[src/rtl/sram_arbiter.sv]
// Two-port arbiter in front of a single sram_ctl: port 0 = instruction fetch, port 1 = data.
// Define SRAM_ARB_RR_EN for round-robin contention; default build gives port 1 fixed priority.
module sram_arbiter #(
   parameter int unsigned ADDR_W = 24,
   parameter int unsigned DATA_W = 32
) (
   input  logic              clk_i,
   input  logic              rst_i,

   input  logic              m0_req_i,
   input  logic              m0_rw_i,
   input  logic [ADDR_W-1:0] m0_addr_i,
   input  logic [DATA_W-1:0] m0_wdata_i,
   input  logic [DATA_W/8-1:0] m0_be_i,
   output logic [DATA_W-1:0] m0_rdata_o,
   output logic              m0_ack_o,

   input  logic              m1_req_i,
   input  logic              m1_rw_i,
   input  logic [ADDR_W-1:0] m1_addr_i,
   input  logic [DATA_W-1:0] m1_wdata_i,
   input  logic [DATA_W/8-1:0] m1_be_i,
   output logic [DATA_W-1:0] m1_rdata_o,
   output logic              m1_ack_o,

   output logic              ctl_start_o,
   output logic              ctl_rw_o,
   output logic [ADDR_W-1:0] ctl_addr_o,
   output logic [DATA_W-1:0] ctl_data_o,
   output logic [DATA_W/8-1:0] ctl_be_o,
   input  logic [DATA_W-1:0] ctl_data_i,
   input  logic              ctl_r_ready_i,
   input  logic              ctl_w_finish_i,
   input  logic              ctl_busy_i,

   output logic              owner_o,
   output logic              busy_o
);

   localparam int unsigned BE_W = DATA_W / 8;

   localparam logic [1:0] S_IDLE  = 2'd0;
   localparam logic [1:0] S_ISSUE = 2'd1;
   localparam logic [1:0] S_WAIT  = 2'd2;
   localparam logic [1:0] S_DONE  = 2'd3;

   logic [1:0]        state_q, state_d;
   logic              start_q, start_d;
   logic              rw_q, rw_d;
   logic [ADDR_W-1:0] addr_q, addr_d;
   logic [DATA_W-1:0] wdata_q, wdata_d;
   logic [BE_W-1:0]   be_q, be_d;
   logic              owner_q, owner_d;
   logic              last_grant_q, last_grant_d;
   logic [DATA_W-1:0] rdata0_q, rdata0_d;
   logic [DATA_W-1:0] rdata1_q, rdata1_d;
   logic              ack0_q, ack0_d;
   logic              ack1_q, ack1_d;
   logic              busy_q, busy_d;
   logic              grant_c;
   logic              done_c;

   // Winner selection; only meaningful when at least one port requests
   always_comb begin
      grant_c = m1_req_i;
      if (m0_req_i && m1_req_i) begin
`ifdef SRAM_ARB_RR_EN
         grant_c = ~last_grant_q;
`else
         grant_c = 1'b1;
`endif
      end
   end

   // Next-state and registered-output logic
   always_comb begin
      state_d      = state_q;
      start_d      = 1'b0;
      rw_d         = rw_q;
      addr_d       = addr_q;
      wdata_d      = wdata_q;
      be_d         = be_q;
      owner_d      = owner_q;
      last_grant_d = last_grant_q;
      rdata0_d     = rdata0_q;
      rdata1_d     = rdata1_q;
      ack0_d       = 1'b0;
      ack1_d       = 1'b0;
      done_c       = rw_q ? ctl_r_ready_i : ctl_w_finish_i;

      case (state_q)
         S_IDLE: begin
            if (!ctl_busy_i && (m0_req_i || m1_req_i)) begin
               owner_d = grant_c;
               start_d = 1'b1;
               state_d = S_ISSUE;
               if (grant_c) begin
                  rw_d    = m1_rw_i;
                  addr_d  = m1_addr_i;
                  wdata_d = m1_wdata_i;
                  be_d    = m1_be_i;
               end else begin
                  rw_d    = m0_rw_i;
                  addr_d  = m0_addr_i;
                  wdata_d = m0_wdata_i;
                  be_d    = m0_be_i;
               end
            end
         end
         S_ISSUE: state_d = S_WAIT;
         S_WAIT: begin
            if (done_c) begin
               state_d = S_DONE;
               ack0_d  = ~owner_q;
               ack1_d  = owner_q;
               if (rw_q && !owner_q) rdata0_d = ctl_data_i;
               if (rw_q &&  owner_q) rdata1_d = ctl_data_i;
            end
         end
         S_DONE: begin
            last_grant_d = owner_q;
            state_d      = S_IDLE;
         end
         default: state_d = S_IDLE;
      endcase

      busy_d = (state_d != S_IDLE);
   end

   always_ff @(posedge clk_i) begin
      if (rst_i) begin
         state_q      <= S_IDLE;
         start_q      <= 1'b0;
         rw_q         <= 1'b0;
         addr_q       <= '0;
         wdata_q      <= '0;
         be_q         <= '0;
         owner_q      <= 1'b0;
         last_grant_q <= 1'b1;
         rdata0_q     <= '0;
         rdata1_q     <= '0;
         ack0_q       <= 1'b0;
         ack1_q       <= 1'b0;
         busy_q       <= 1'b0;
      end else begin
         state_q      <= state_d;
         start_q      <= start_d;
         rw_q         <= rw_d;
         addr_q       <= addr_d;
         wdata_q      <= wdata_d;
         be_q         <= be_d;
         owner_q      <= owner_d;
         last_grant_q <= last_grant_d;
         rdata0_q     <= rdata0_d;
         rdata1_q     <= rdata1_d;
         ack0_q       <= ack0_d;
         ack1_q       <= ack1_d;
         busy_q       <= busy_d;
      end
   end

   assign ctl_start_o = start_q;
   assign ctl_rw_o    = rw_q;
   assign ctl_addr_o  = addr_q;
   assign ctl_data_o  = wdata_q;
   assign ctl_be_o    = be_q;
   assign m0_rdata_o  = rdata0_q;
   assign m1_rdata_o  = rdata1_q;
   assign m0_ack_o    = ack0_q;
   assign m1_ack_o    = ack1_q;
   assign owner_o     = owner_q;
   assign busy_o      = busy_q;

endmodule
[config.mk]
export PLATFORM = sky130hd
export DESIGN_NAME = sram_arbiter
export DESIGN_NICKNAME = d
export VERILOG_FILES = /design/src/rtl/sram_arbiter.sv
export SDC_FILE = /design/constraint.sdc
export NUM_CORES = 1
export LEC_CHECK = 0
export ABC_AREA = 1
export CAP_MARGIN = 20
export CORE_MARGIN = 5
export CORE_UTILIZATION = 46
export DETAILED_ROUTE_END_ITERATION = 16
export PLACE_DENSITY = 0.86
export SYNTH_ARGS = -nofsm -noshare
export SYNTH_HDL_FRONTEND = slang
export SYNTH_SLANG_ARGS = --single-unit
[constraint.sdc]
create_clock -name clk_i -period 4.1 [get_ports clk_i]
set_input_delay 0.82 -clock clk_i [delete_from_list [all_inputs] [get_ports clk_i]]
set_output_delay 0.82 -clock clk_i [all_outputs]
set_load 0.03 [all_outputs]
; ---- After elaboration in Yosys (flattened, before gate mapping)
; Index checks and enable logic that the tools add are counted.
[totals]
regBits = 132
in_bits = 161
output_inout_bits = 130
word_cells = 43
[classes]
n_eq_ne = 3
mux = 10
n_bitwise = 4
n_reduce_logical = 14
[op_table]
columns = operator, n
row1 = 32-bit two-way mux, 1
row2 = 24-bit two-way mux, 1
row3 = 2-bit one-hot mux with 4 select lines, 1
row4 = 3-bit AND reduction, 2
row5 = 2-bit == test (second input constant), 2
row6 = 1-bit logical AND, 4
row7 = 1-bit two-way mux, 4
row8 = 2-bit two-way mux, 2
row9 = 4-bit two-way mux, 1
row10 = 1-bit NOT, 4
row11 = 3-bit OR reduction, 1
row12 = 2-bit by 1-bit == test with 1-bit output (second input constant), 1
row13 = 1-bit zero test, 2
row14 = 2-bit zero test, 1
row15 = 2-bit AND reduction, 1
row16 = 2-bit nonzero test, 1
row17 = 2-bit OR reduction, 1
row18 = 1-bit logical OR, 1

; ---- Longest topological paths before layout
; Gate-level depths: netlist of the first run.
[depth]
ltp_word = 5
ltp_mapped = 8
depth_no_buf = 7

; ---- Least setup slack after synthesis of the first run
; No wires, ideal clock.
[synth_path]
kind = input to register
from = input m1_req_i
to = register addr_q[0] (netlist: ctl_addr_o[0])
setup_ps = 113
arrival_ps = 1576
t_required_ps = 3987
path_slack_ps = 2411
path_stages = 8
path_buffers = 3
path_cell_list = buf_4 > inv_4 > nand2_2 > nand3_2 > buf_6 > buf_6 > nor2_1 > nor2_1
[synth_via]
elab_chain_len = 3
elab_cells_between_ends = 6
classes_between = mux: 2 / reduce/logical: 4
[synth_lines]
columns = item, line_no
row1 = from (decl), 18  ; input logic m1_req_i,
row2 = 1-bit logical AND / 1-bit logical OR (equally long branches), "66, 93"
row3 = 1-bit two-way mux / 1-bit logical AND (equally long branches), "66, 93"
row4 = 24-bit two-way mux / 2-bit AND reduction (equally long branches), n/a
row5 = to (signal assigned), 149  ; addr_q <= addr_d;
row6 = to (decl), 50  ; logic [ADDR_W-1:0] addr_q, addr_d;
; Several ways; a longest one is shown, not always the timed one.
; A chain may end at the register's enable or synchronous reset.

; ---- Worst setup path in the final report of the first run
[layout_path]
from = input ctl_w_finish_i
to = register rdata0_q[7] (netlist: m0_rdata_o[7])
[layout_via]
elab_chain_len = 2
[layout_lines]
columns = item, line_no
row1 = from (decl), 33  ; input logic ctl_w_finish_i,
row2 = 1-bit two-way mux, 89  ; done_c = rw_q ? ctl_r_ready_i : ctl_w_finish_i;
row3 = 3-bit AND reduction (no line), n/a
row4 = to (signal assigned), 154  ; rdata0_q <= rdata0_d;
row5 = to (decl), 55  ; logic [DATA_W-1:0] rdata0_q, rdata0_d;
; No other way between the ends.

==> summary.md, run 1 <==
| Metric | Value |
|---|---|
| Yosys cell types | 19 |
| Drt first-iter violations | 507 |
| CP bufs+invs | 2 |
| Vias/cell | about 4.6 |
| Largest fanout on the critical path | 32 |
| Non-Filler Instances | roughly 1600 |
| DR WL/cell | around 13 um |
| CP max stage delay | approximately 0.70 ns |
| Max cap viols | 0 |
| Util after Layout | 0.7047 |
| Synth-to-Final Area Change | 50.29% |
| Tot GR Track Use | 0.2372 |
| Total Nets Final | 1554 |
| Yosys warns | 0 |
| Vias | between 7000 and 8000 |
| Synth area leaders | dfxtp_1 39%, nand2_1 24%, inv_1 13% |
| DRC | 0 |
| Startpoint Class | input port |
| Status | finished clean |
| Pwr dens | approximately 490 mW/mm2 |
| Final worst clock skew | 0.01054 ns |
| Synth Instances | between 1000 and 1500 |
| Clk slew on worst S/H paths | roughly 0.06 ns |
| VDD IR-drop max | roughly 0.32 mV |
| Detail Route Antenna Nets | 0 |
| Core Area | about 0.014 mm2 |
| Endpoints failing hold | 0 |
| Min-delay src | m0_rdata_o[1]$_SDFFE_PP0P_ |
| Routability cong. | about 0.88 |
| Maximum clock frequency | between 300 and 400 MHz |
| Slew Limit Fails | 0 |
| Die width | around 130 um |
| Global-route wire length before repair | approximately 34000 um |
| Period utilization | 0.6167 |
| Post-Route WL | roughly 21000 um |
| CTS H-tree lvls | 4 |
| Die H | around 130 um |
| Clock buffer depth | 2 |
| Crit. End Element | flop |
| Sink Count | between 100 and 150 |
| Fill cells | between 1000 and 1500 |
| Worst Tran Pin Value | approximately 0.79 ns |
| Clock latency on the worst-skew pair | about 0.42 ns |
| Die area | roughly 0.017 mm2 |
| Number of global-route vias before repair | 6815 |
| Hpwl dp | 15340 um |
| Post-CTS setup buffers | 0 |
| Worst path most repeated cell | nand2_1 |
| Layout cell share with drive strength beyond 1 | 0.03493 |
| Placed Cells | approximately 1600 |
| Pleak | 5.054 nW |
| Hold WC Path Type | reg -> reg |
| Setup Viol. Count Final | 0 |
| Most common cell after layout, fill and taps aside | nand2_1 |
| Post-synth top area cell | dfxtp_1 |
| Slowest-stage cell, CP | nand3_2 |
| Hold-fix buffers, CTS | 0 |
| Worst slew margin | 0.4723 |
| Top-area cell type share of the netlist area | 0.3892 |
| IO buf count | 290 |
| Sequential area share after synthesis | 0.3892 |
| First drt pass iteration count | 5 |
| Worst Setup SP | ctl_w_finish_i |
| Synthesized area | 0.006789 mm2 |
| Most frequent cells in the layout | 441 x nand2_1, 289 x clkdlybuf4s50_1, 228 x inv_1, 191 x nor2_1, 132 x dfxtp_1 |
| Final setup TNS | 0 ns |
| Reg-to-Reg Start | ctl_rw_o$_SDFFE_PP0P_ |
| RSZ-0062 raised after global routing | no |
| CP top delay family | simple AND/OR/NAND/NOR gates |
| GRT Residual Overflow | 0 |
| Net Count, Synth | 1303 |
| Avg Inst Size Synth | between 5 and 6 um2 |
| Initial core utilization | 0.4689 |
| CTS resizes | 0 |
| Min Clock Period, post-route | between 2 and 3 ns |
| Critical Path RT | 4.45 ns |
| Pin count of the biggest net entering global routing | 71 |
| CP arrival | 2.88 ns |
| CTS Buf Count | 17 |
| CP cell instances | clkdlybuf4s50_1, nand2_1, nand2_2, nand3_2, nand2_1, inv_1, nor2_1 |
| CTS tree | done |
| Initial antenna violation count | 2 |
| Io pins | around 290 |
| CTS Root Cell | clkbuf_16 |
| Row count | between 40 and 50 |
| Synthesized flop and latch total | roughly 130 |
| Kind of critical path | in -> reg |
-- layout make-up --
class                      instances  area [um2]  area share
timing repair buffer             297        2950      0.2891
multi-input combinational        710        2908      0.2850
sequential                       132        2643      0.2590
inverter                         232       875.8     0.08584
clock buffer                      19       432.9     0.04243
tap                              184       230.2     0.02256
clock inverter                    13       158.9     0.01557
antenna                            2       5.005   0.0004905
-- report_power, final --
group	total [mW]	switching (mW)	internal [mW]
Combinational	1.83	1.14	0.688
Sequential	1.59	0.104	1.48
Clock	1.53	0.576	0.954
-- stage by stage --
step	area, um2	hold WS (ns)	setup WS, ns	power, mW
after floorplan	6789	0.5455	2.411	2.773
after global placement	9607	0.4949	1.203	3.402
after detailed placement	9607	0.4999	1.121	3.439
after CTS	10200	0.5117	1.563	4.982
after global routing	10200	0.5334	1.314	5.230
final	10200	0.5095	1.571	4.949
-- worst paths after layout --
path                                                   end  slack [ns]  depth (start not counted)
worst max-delay path            m0_rdata_o[7]$_SDFFE_PP0P_        1.57                          7
worst min-delay path            m0_rdata_o[1]$_SDFFE_PP0P_        0.51                          4
worst max register to register  m0_rdata_o[7]$_SDFFE_PP0P_        1.87                          6
worst min register to register  m0_rdata_o[1]$_SDFFE_PP0P_        0.51                          4
-- metal layers --
layer | GRT usage | up-vias | wire (um)
met2 | 0.4148 | 288 | 10460
li1 | - | 3801 | -
met5 | 0 | - | 0
met1 | 0.2536 | 3155 | 8003
met4 | 0.09600 | 0 | 528
met3 | 0.09709 | 38 | 2322
-- synthesized netlist by cell type --
cell type,number
ha_1,3
clkbuf_1,15
nand3_2,2
nor2_1,191
buf_4,5
inv_4,1
inv_2,3
nand3_4,1
nand4_1,65
buf_2,24
nor2_4,1
dfxtp_1,132
a21oi_1,1
inv_1,228
nand3_1,3
nand2_1,441
nand2_2,2
buf_1,10
buf_6,11
-- kinds of logic (layout without fill, tap and decap cells) --
| family | count (synthesis) | count (layout) | synth area share |
|---|---|---|---|
| AOI/OAI and AO/OA | 1 | 1 | 0.0007365 |
| adders and majority gates | 3 | 3 | 0.005530 |
| buffers and inverters | 297 | 561 | 0.1839 |
| DFF | 132 | 132 | 0.3892 |
| other | 0 | 2 | 0 |
| and+or+nand+nor | 706 | 706 | 0.4206 |
-- flip-flops by register name, summed over array words and instances, names as in the netlist --
name and cells:
ctl_rw_o 1, ctl_addr_o 24, state_q 2, ctl_be_o 4
ctl_data_o 32, m0_rdata_o 32, m1_ack_o 1, ctl_start_o 1
owner_o 1, m0_ack_o 1, m1_rdata_o 32, busy_o 1
-- worst register-to-register path, cell delays in order, from the launching register on --
cell and delay [ns]:
dfxtp_1 0.40, inv_2 0.08, nor2_4 0.60, nand3_2 0.70, nand2_1 0.23, inv_1 0.06, nor2_1 0.09
Power figures use the tool's default switching activity.
==> run 2, diff against run 1 <==
CORE_UTILIZATION = 43   (was 46)
PLACE_DENSITY = 0.81   (was 0.86)
clock period = 2.35 ns   (was 4.1 ns; I/O delays follow)
==> run 2 against run 1 <==
Global-route usage decreased by 0.95 points. Flip-flop and latch count unchanged. Clock-buffer cell count increased by 5. Clock power increased by 69%. Core utilization decreased by 4.6 points. Critical path depth decreased by 6. Non-clock buffer count increased by 13.
==> summary.md, run 2 (synthesis gave the netlist of run 1 again) <==
| Metric | Value |
|---|---|
| Core Area | 0.01571 mm2 (was 0.01448 mm2) |
| CP cell instances | clkdlybuf4s50_1 (was clkdlybuf4s50_1, nand2_1, nand2_2, nand3_2, nand2_1, inv_1, nor2_1) |
| Synth-to-Final Area Change | 52.54% (was 50.29%) |
| CP max stage delay | 0.72 ns (was 0.70 ns) |
| Pleak | 5.130 nW (was 5.054 nW) |
| Final worst clock skew | 0.004819 ns (was 0.01054 ns) |
| Status | finished clean (unchanged) |
| Clock buffer depth | 2 (unchanged) |
| Max cap viols | 0 (unchanged) |
| Die area | 0.01840 mm2 (was 0.01729 mm2) |
| RSZ-0062 raised after global routing | no (unchanged) |
| CTS Root Cell | clkbuf_16 (unchanged) |
| Detail Route Antenna Nets | 0 (unchanged) |
| CP bufs+invs | 1 (was 2) |
| Pwr dens | 834.4 mW/mm2 (was 485.1 mW/mm2) |
| Most common cell after layout, fill and taps aside | nand2_1 (unchanged) |
| Area of the multi-input gates | 0.002908 mm2 (unchanged) |
| Maximum clock frequency | ~510 MHz |
| Critical Path RT | 1.88 ns (was 4.45 ns) |
| DR WL/cell | 13.10 um (was 13.41 um) |
| Total Nets Final | 1567 (was 1554) |
| CP arrival | 1.50 ns (was 2.88 ns) |
| Design Area, Final | 0.01036 mm2 (was 0.01020 mm2) |
| Worst Tran Pin Value | 0.6403 ns (was 0.7896 ns) |
| Period utilization | 0.8388 |
| Slowest-stage cell, CP | clkdlybuf4s50_1 (was nand3_2) |
| Io pins | 291 (unchanged) |
| Hold WC Path Type | reg -> reg (unchanged) |
| Die H | 135.7 um (was 131.5 um) |
| Internal reg-to-reg setup slack | 0.44 ns (was 1.87 ns) |
| Setup Viol. Count Final | 0 (unchanged) |
| CP top delay family | buffers and inverters (was simple AND/OR/NAND/NOR gates) |
| Largest fanout on the critical path | 4 (was 32) |
| Clock latency on the worst-skew pair | 0.41 ns (was 0.42 ns) |
| Tot GR Track Use | 0.2276 (was 0.2372) |
| Util after Layout | 0.6591 (was 0.7047) |
| Sink Count | 132 (unchanged) |
| Row count | 46 (was 44) |
| GRT Residual Overflow | 0 (unchanged) |
| IO buf count | 290 (unchanged) |
| Worst slew margin | 0.5732 (was 0.4723) |
| Final setup TNS | 0 ns (unchanged) |
| VDD IR-drop max | 0.4925 mV (was 0.3194 mV) |
| Endpoints failing hold | 0 (unchanged) |
| Initial antenna violation count | 3 (was 2) |
| Clk slew on worst S/H paths | 0.05 ns (was 0.06 ns) |
| Min Clock Period, post-route | between 1.5 and 2 ns |
| CTS H-tree lvls | 4 (unchanged) |
| Hpwl dp | 15780 um (was 15340 um) |
| Kind of critical path | reg -> out (was in -> reg) |
| Slew Limit Fails | 0 (unchanged) |
| Crit. End Element | primary output (was flop) |
| CTS Buf Count | 17 (unchanged) |
| Die width | 135.7 um (was 131.5 um) |
| Design Power | 8.641 mW (was 4.949 mW) |
| Fill cells | 1420 (was 1238) |
| Seq. cell area | 0.002643 mm2 (unchanged) |
| Vias/cell | 4.411 (was 4.583) |
| Vias | 7199 (was 7282) |
| Initial core utilization | 0.4321 (was 0.4689) |
| Number of global-route vias before repair | 6739 (was 6815) |
| Pin count of the biggest net entering global routing | 66 (was 71) |
| Post-CTS setup buffers | 0 (unchanged) |
| Most frequent cells in the layout | 441 x nand2_1, 289 x clkdlybuf4s50_1, 228 x inv_1, 191 x nor2_1, 132 x dfxtp_1 (unchanged) |
| CTS resizes | 0 (unchanged) |
| Layout cell share with drive strength beyond 1 | 0.04105 (was 0.03493) |
| Routability cong. | 0.8539 (was 0.8845) |
| Drt first-iter violations | 537 (was 507) |
| Placed inst area | 0.009782 mm2 (was 0.009607 mm2) |
| Hold-fix buffers, CTS | 0 (unchanged) |
| DRC | 0 (unchanged) |
| First drt pass iteration count | 5 (unchanged) |
| CTS tree | done (unchanged) |
| Post-Route WL | 21390 um (was 21310 um) |
| Startpoint Class | flop (was input port) |
| Global-route wire length before repair | 33110 um (was 33670 um) |
[run 2: worst paths after layout]
| kind | start | end | cells past startpoint |
|---|---|---|---|
| hold / removal | m0_rdata_o[17]$_SDFFE_PP0P_ | m0_rdata_o[17]$_SDFFE_PP0P_ | 4 |
| setup / recovery | ctl_rw_o$_SDFFE_PP0P_ | ctl_rw_o | 1 |
| hold reg to reg | m0_rdata_o[17]$_SDFFE_PP0P_ | m0_rdata_o[17]$_SDFFE_PP0P_ | 4 |
| setup reg to reg | state_q[0]$_SDFF_PP0_ | m1_rdata_o[2]$_SDFFE_PP0P_ | 6 |
[run 2: layout make-up]
class,instances,share of cell area
antenna,3,0.0007249
clock buffer,24,0.04748
clock inverter,5,0.007249
inverter,232,0.08457
multi-input combinational,710,0.2808
sequential,132,0.2552
tap,216,0.02610
timing repair buffer,310,0.2979
[run 2: tightest hold or removal path: cells and delay by family, from the launching register on]
family	cells	cell delay, ns
simple gates	2	0.07
buf+inv	2	0.08
flops	1	0.30
[run 2: report_power, final]
group	internal, mW	leakage [nW]	switching (mW)
sequential	2.59	1.08	0.183
combinational	1.27	3.77	2.01
clock	1.65	0.282	0.929
total	5.52	5.13	3.12
[run 2: metal layers]
layer | wire (um) | up-vias | global-route usage
li1 | - | 3814 | -
met1 | 8181 | 3080 | 0.2566
met2 | 10520 | 264 | 0.3874
met3 | 2028 | 41 | 0.07949
met4 | 655 | 0 | 0.1030
met5 | 0 | - | 0
[run 2: stage by stage]
step / setup WS (ns) / instances / hold slack [ns]
after global routing: 0.1950 / 1632 / 0.5306
final: 0.3788 / 1632 / 0.5055
after detailed placement: 0.3760 / 1600 / 0.4955
after global placement: 0.4124 / 1600 / 0.4958
after CTS: 0.3489 / 1629 / 0.5065
after floorplan: 0.9799 / 1139 / 0.5391
==> run 3, diff against run 2 <==
CORE_UTILIZATION = 39   (was 43)
PLACE_DENSITY = 0.78   (was 0.81)
clock period = 1.8 ns   (was 2.35 ns; I/O delays follow)
==> run 3 against run 2 <==
Die area rose by 9.5%. Final cell count rose by 0.80%. Critical path depth did not move. First-iteration DRC count fell by 13%. Register-to-register slack got worse by 0.13 ns.
==> summary.md, run 3 (synthesis gave the netlist of run 1 again) <==
| Metric | Value |
|---|---|
| Status | finished clean (unchanged) |
| Critical Path RT | 1.44 ns (was 1.88 ns) |
| Reg-to-Reg Start | state_q[0]$_SDFF_PP0_ (unchanged) |
| Initial antenna violation count | 3 (unchanged) |
| Drt first-iter violations | 468 (was 537) |
| Slowest-stage cell, CP | clkdlybuf4s50_1 (unchanged) |
| Cell-internal power | 6.692 mW (was 5.517 mW) |
| Total Nets Final | 1568 (was 1567) |
| Worst Setup SP | m1_ack_o$_SDFF_PP0_ (was ctl_rw_o$_SDFFE_PP0P_) |
| CTS resizes | 102 (was 0) |
| Fill cells | 1630 (was 1420) |
| Number of global-route vias before repair | 6639 (was 6739) |
| M2 GR Usage | 0.3487 (was 0.3874) |
| Grt met3 use | 0.08602 (was 0.07949) |
| First drt pass iteration count | 4 (was 5) |
| IO buf count | 290 (unchanged) |
| Initial core utilization | 0.3953 (was 0.4321) |
| Layout cell share with drive strength beyond 1 | 0.04164 (was 0.04105) |
| Pin count of the biggest net entering global routing | 91 (was 66) |
| VDD IR-drop max | 0.7428 mV (was 0.4925 mV) |
| Kind of critical path | reg -> out (unchanged) |
| Vias/cell | 4.353 (was 4.411) |
| Design Area, Final | 0.01034 mm2 (was 0.01036 mm2) |
| Die width | 141.9 um (was 135.7 um) |
| Most frequent cells in the layout | 441 x nand2_1, 228 x inv_1, 191 x nor2_1, 162 x clkdlybuf4s50_1, 132 x dfxtp_1 (was 441 x nand2_1, 289 x clkdlybuf4s50_1, 228 x inv_1, 191 x nor2_1, 132 x dfxtp_1) |
| Die area | 0.02015 mm2 (was 0.01840 mm2) |
| Period utilization | 0.9780 |
| Switching share of total power | 0.3818 (was 0.3615) |
| Final worst setup slack | 0.03952 ns (was 0.3788 ns) |
| Synth-to-Final Area Change | 52.25% (was 52.54%) |
| CP bufs+invs | 1 (unchanged) |
| CP max stage delay | 0.68 ns (was 0.72 ns) |
| Setup Viol. Count Final | 0 (unchanged) |
| Hold WC Path Type | in -> reg (was reg -> reg) |
| Tot GR Track Use | 0.2061 (was 0.2276) |
| CP top delay family | buffers and inverters (unchanged) |
| Io pins | 291 (unchanged) |
| Endpoints failing hold | 0 (unchanged) |
| DRC | 0 (unchanged) |
| Core Area | 0.01718 mm2 (was 0.01571 mm2) |
| Pwr dens | 1047 mW/mm2 (was 834.4 mW/mm2) |
| Largest fanout on the critical path | 1 (was 4) |
| Worst slew margin | 0.5747 (was 0.5732) |
| Dpl ws | 0.1064 ns (was 0.3760 ns) |
| Pleak | 6.014 nW (was 5.130 nW) |
| GRT met1 Usage | 0.2318 (was 0.2566) |
| Sink Count | 132 (unchanged) |
| Detail Route Antenna Nets | 0 (unchanged) |
| Maximum clock frequency | ~570 MHz |
| Sw power | 4.133 mW (was 3.124 mW) |
| Clock latency on the worst-skew pair | 0.41 ns (about the same) |
| Max cap viols | 0 (unchanged) |
| CTS tree | done (unchanged) |
| CP cell instances | clkdlybuf4s50_1 (unchanged) |
| Post-Route WL | 21190 um (was 21390 um) |
| Global-route wire length before repair | 33200 um (was 33110 um) |
| CTS Buf Count | 17 (unchanged) |
| Hpwl dp | 15610 um (was 15780 um) |
| CP arrival | 1.40 ns (was 1.50 ns) |
| Die H | 141.9 um (was 135.7 um) |
| DR WL/cell | 12.88 um (was 13.10 um) |
| Min Clock Period, post-route | about 1.8 ns |
| Logic pwr share | 0.376 (was 0.380) |
| GRT Residual Overflow | 0 (unchanged) |
| RSZ-0062 raised after global routing | no (unchanged) |
| CTS Root Cell | clkbuf_16 (unchanged) |
| Most common cell after layout, fill and taps aside | nand2_1 (unchanged) |
| Clk slew on worst S/H paths | 0.06 ns (was 0.05 ns) |
| Post-CTS setup buffers | 0 (unchanged) |
| Slew Limit Fails | 0 (unchanged) |
| Final setup TNS | 0 ns (unchanged) |
| Row count | 48 (was 46) |
| Util after Layout | 0.6018 (was 0.6591) |
| Startpoint Class | flop (unchanged) |
| Clock buffer depth | 2 (unchanged) |
| Worst Tran Pin Value | 0.6380 ns (was 0.6403 ns) |
| Final worst clock skew | 0.007395 ns (was 0.004819 ns) |
| Routability cong. | 0.8450 (was 0.8539) |
| Placed inst area | 0.009863 mm2 (was 0.009782 mm2) |
| CTS H-tree lvls | 4 (unchanged) |
| Sequential Power Share | 0.332 (was 0.321) |
| Vias | 7160 (was 7199) |
| Hold-fix buffers, CTS | 0 (unchanged) |
| Clock power share | 0.292 (was 0.299) |
| Busiest layer in global routing | met2 (unchanged) |
| Crit. End Element | primary output (unchanged) |
| Min-delay src | m1_req_i (was m0_rdata_o[17]$_SDFFE_PP0P_) |
run 3: power groups by stage:
stage / registers, mW / logic [mW] / clock network [mW]
after global placement: 3.65 / 4.28 / 0
after global routing: 3.64 / 4.50 / 3.36
after CTS: 3.60 / 4.10 / 3.23
after detailed placement: 3.67 / 4.33 / 0
after floorplan: 4.52 / 1.80 / 0
final: 3.59 / 4.07 / 3.17
run 3: worst reg2reg max path, stage by stage (launching register included):
cell     delay (ns)
dfxtp_1        0.29
inv_1          0.11
ha_2           0.42
nand3_2        0.18
buf_12         0.19
nand2_1        0.08
inv_1          0.04
nor2_1         0.11
run 3: stage by stage:
| step | total power [mW] | cells | hold WS [ns] |
|---|---|---|---|
| finish | 10.83 | 1645 | 0.4438 |
| global route | 11.51 | 1645 | 0.4708 |
| CTS | 10.93 | 1642 | 0.4277 |
| detailed placement | 7.996 | 1610 | 0.4948 |
| global placement | 7.934 | 1610 | 0.4930 |
| floorplan | 6.317 | 1139 | 0.4291 |
run 3: path summary, 6_finish.rpt:
kind                                                     to  cells after the start  slack, ns
worst min register to register   m1_rdata_o[3]$_SDFFE_PP0P_                      4       0.50
worst max register to register  m0_rdata_o[14]$_SDFFE_PP0P_                      7       0.31
worst max-delay path                               m1_ack_o                      1       0.04
worst min-delay path            ctl_data_o[20]$_SDFFE_PP0P_                      6       0.44
run 3: area by class of cell:
class	count	area (um2)	area share
sequential	132	2643	0.2557
multi-input combinational	710	2908	0.2813
antenna	3	7.507	0.0007263
tap	225	281.5	0.02724
clock buffer	23	447.9	0.04334
timing repair buffer	311	3090	0.2990
clock inverter	9	82.58	0.007989
inverter	232	875.8	0.08474
run 3: per-layer routing:
layer / vias to the layer above / routed length, um
met2: 232 / 10170
met3: 28 / 2217
li1: 3820 / -
met4: 0 / 426
met1: 3080 / 8370
met5: - / 0
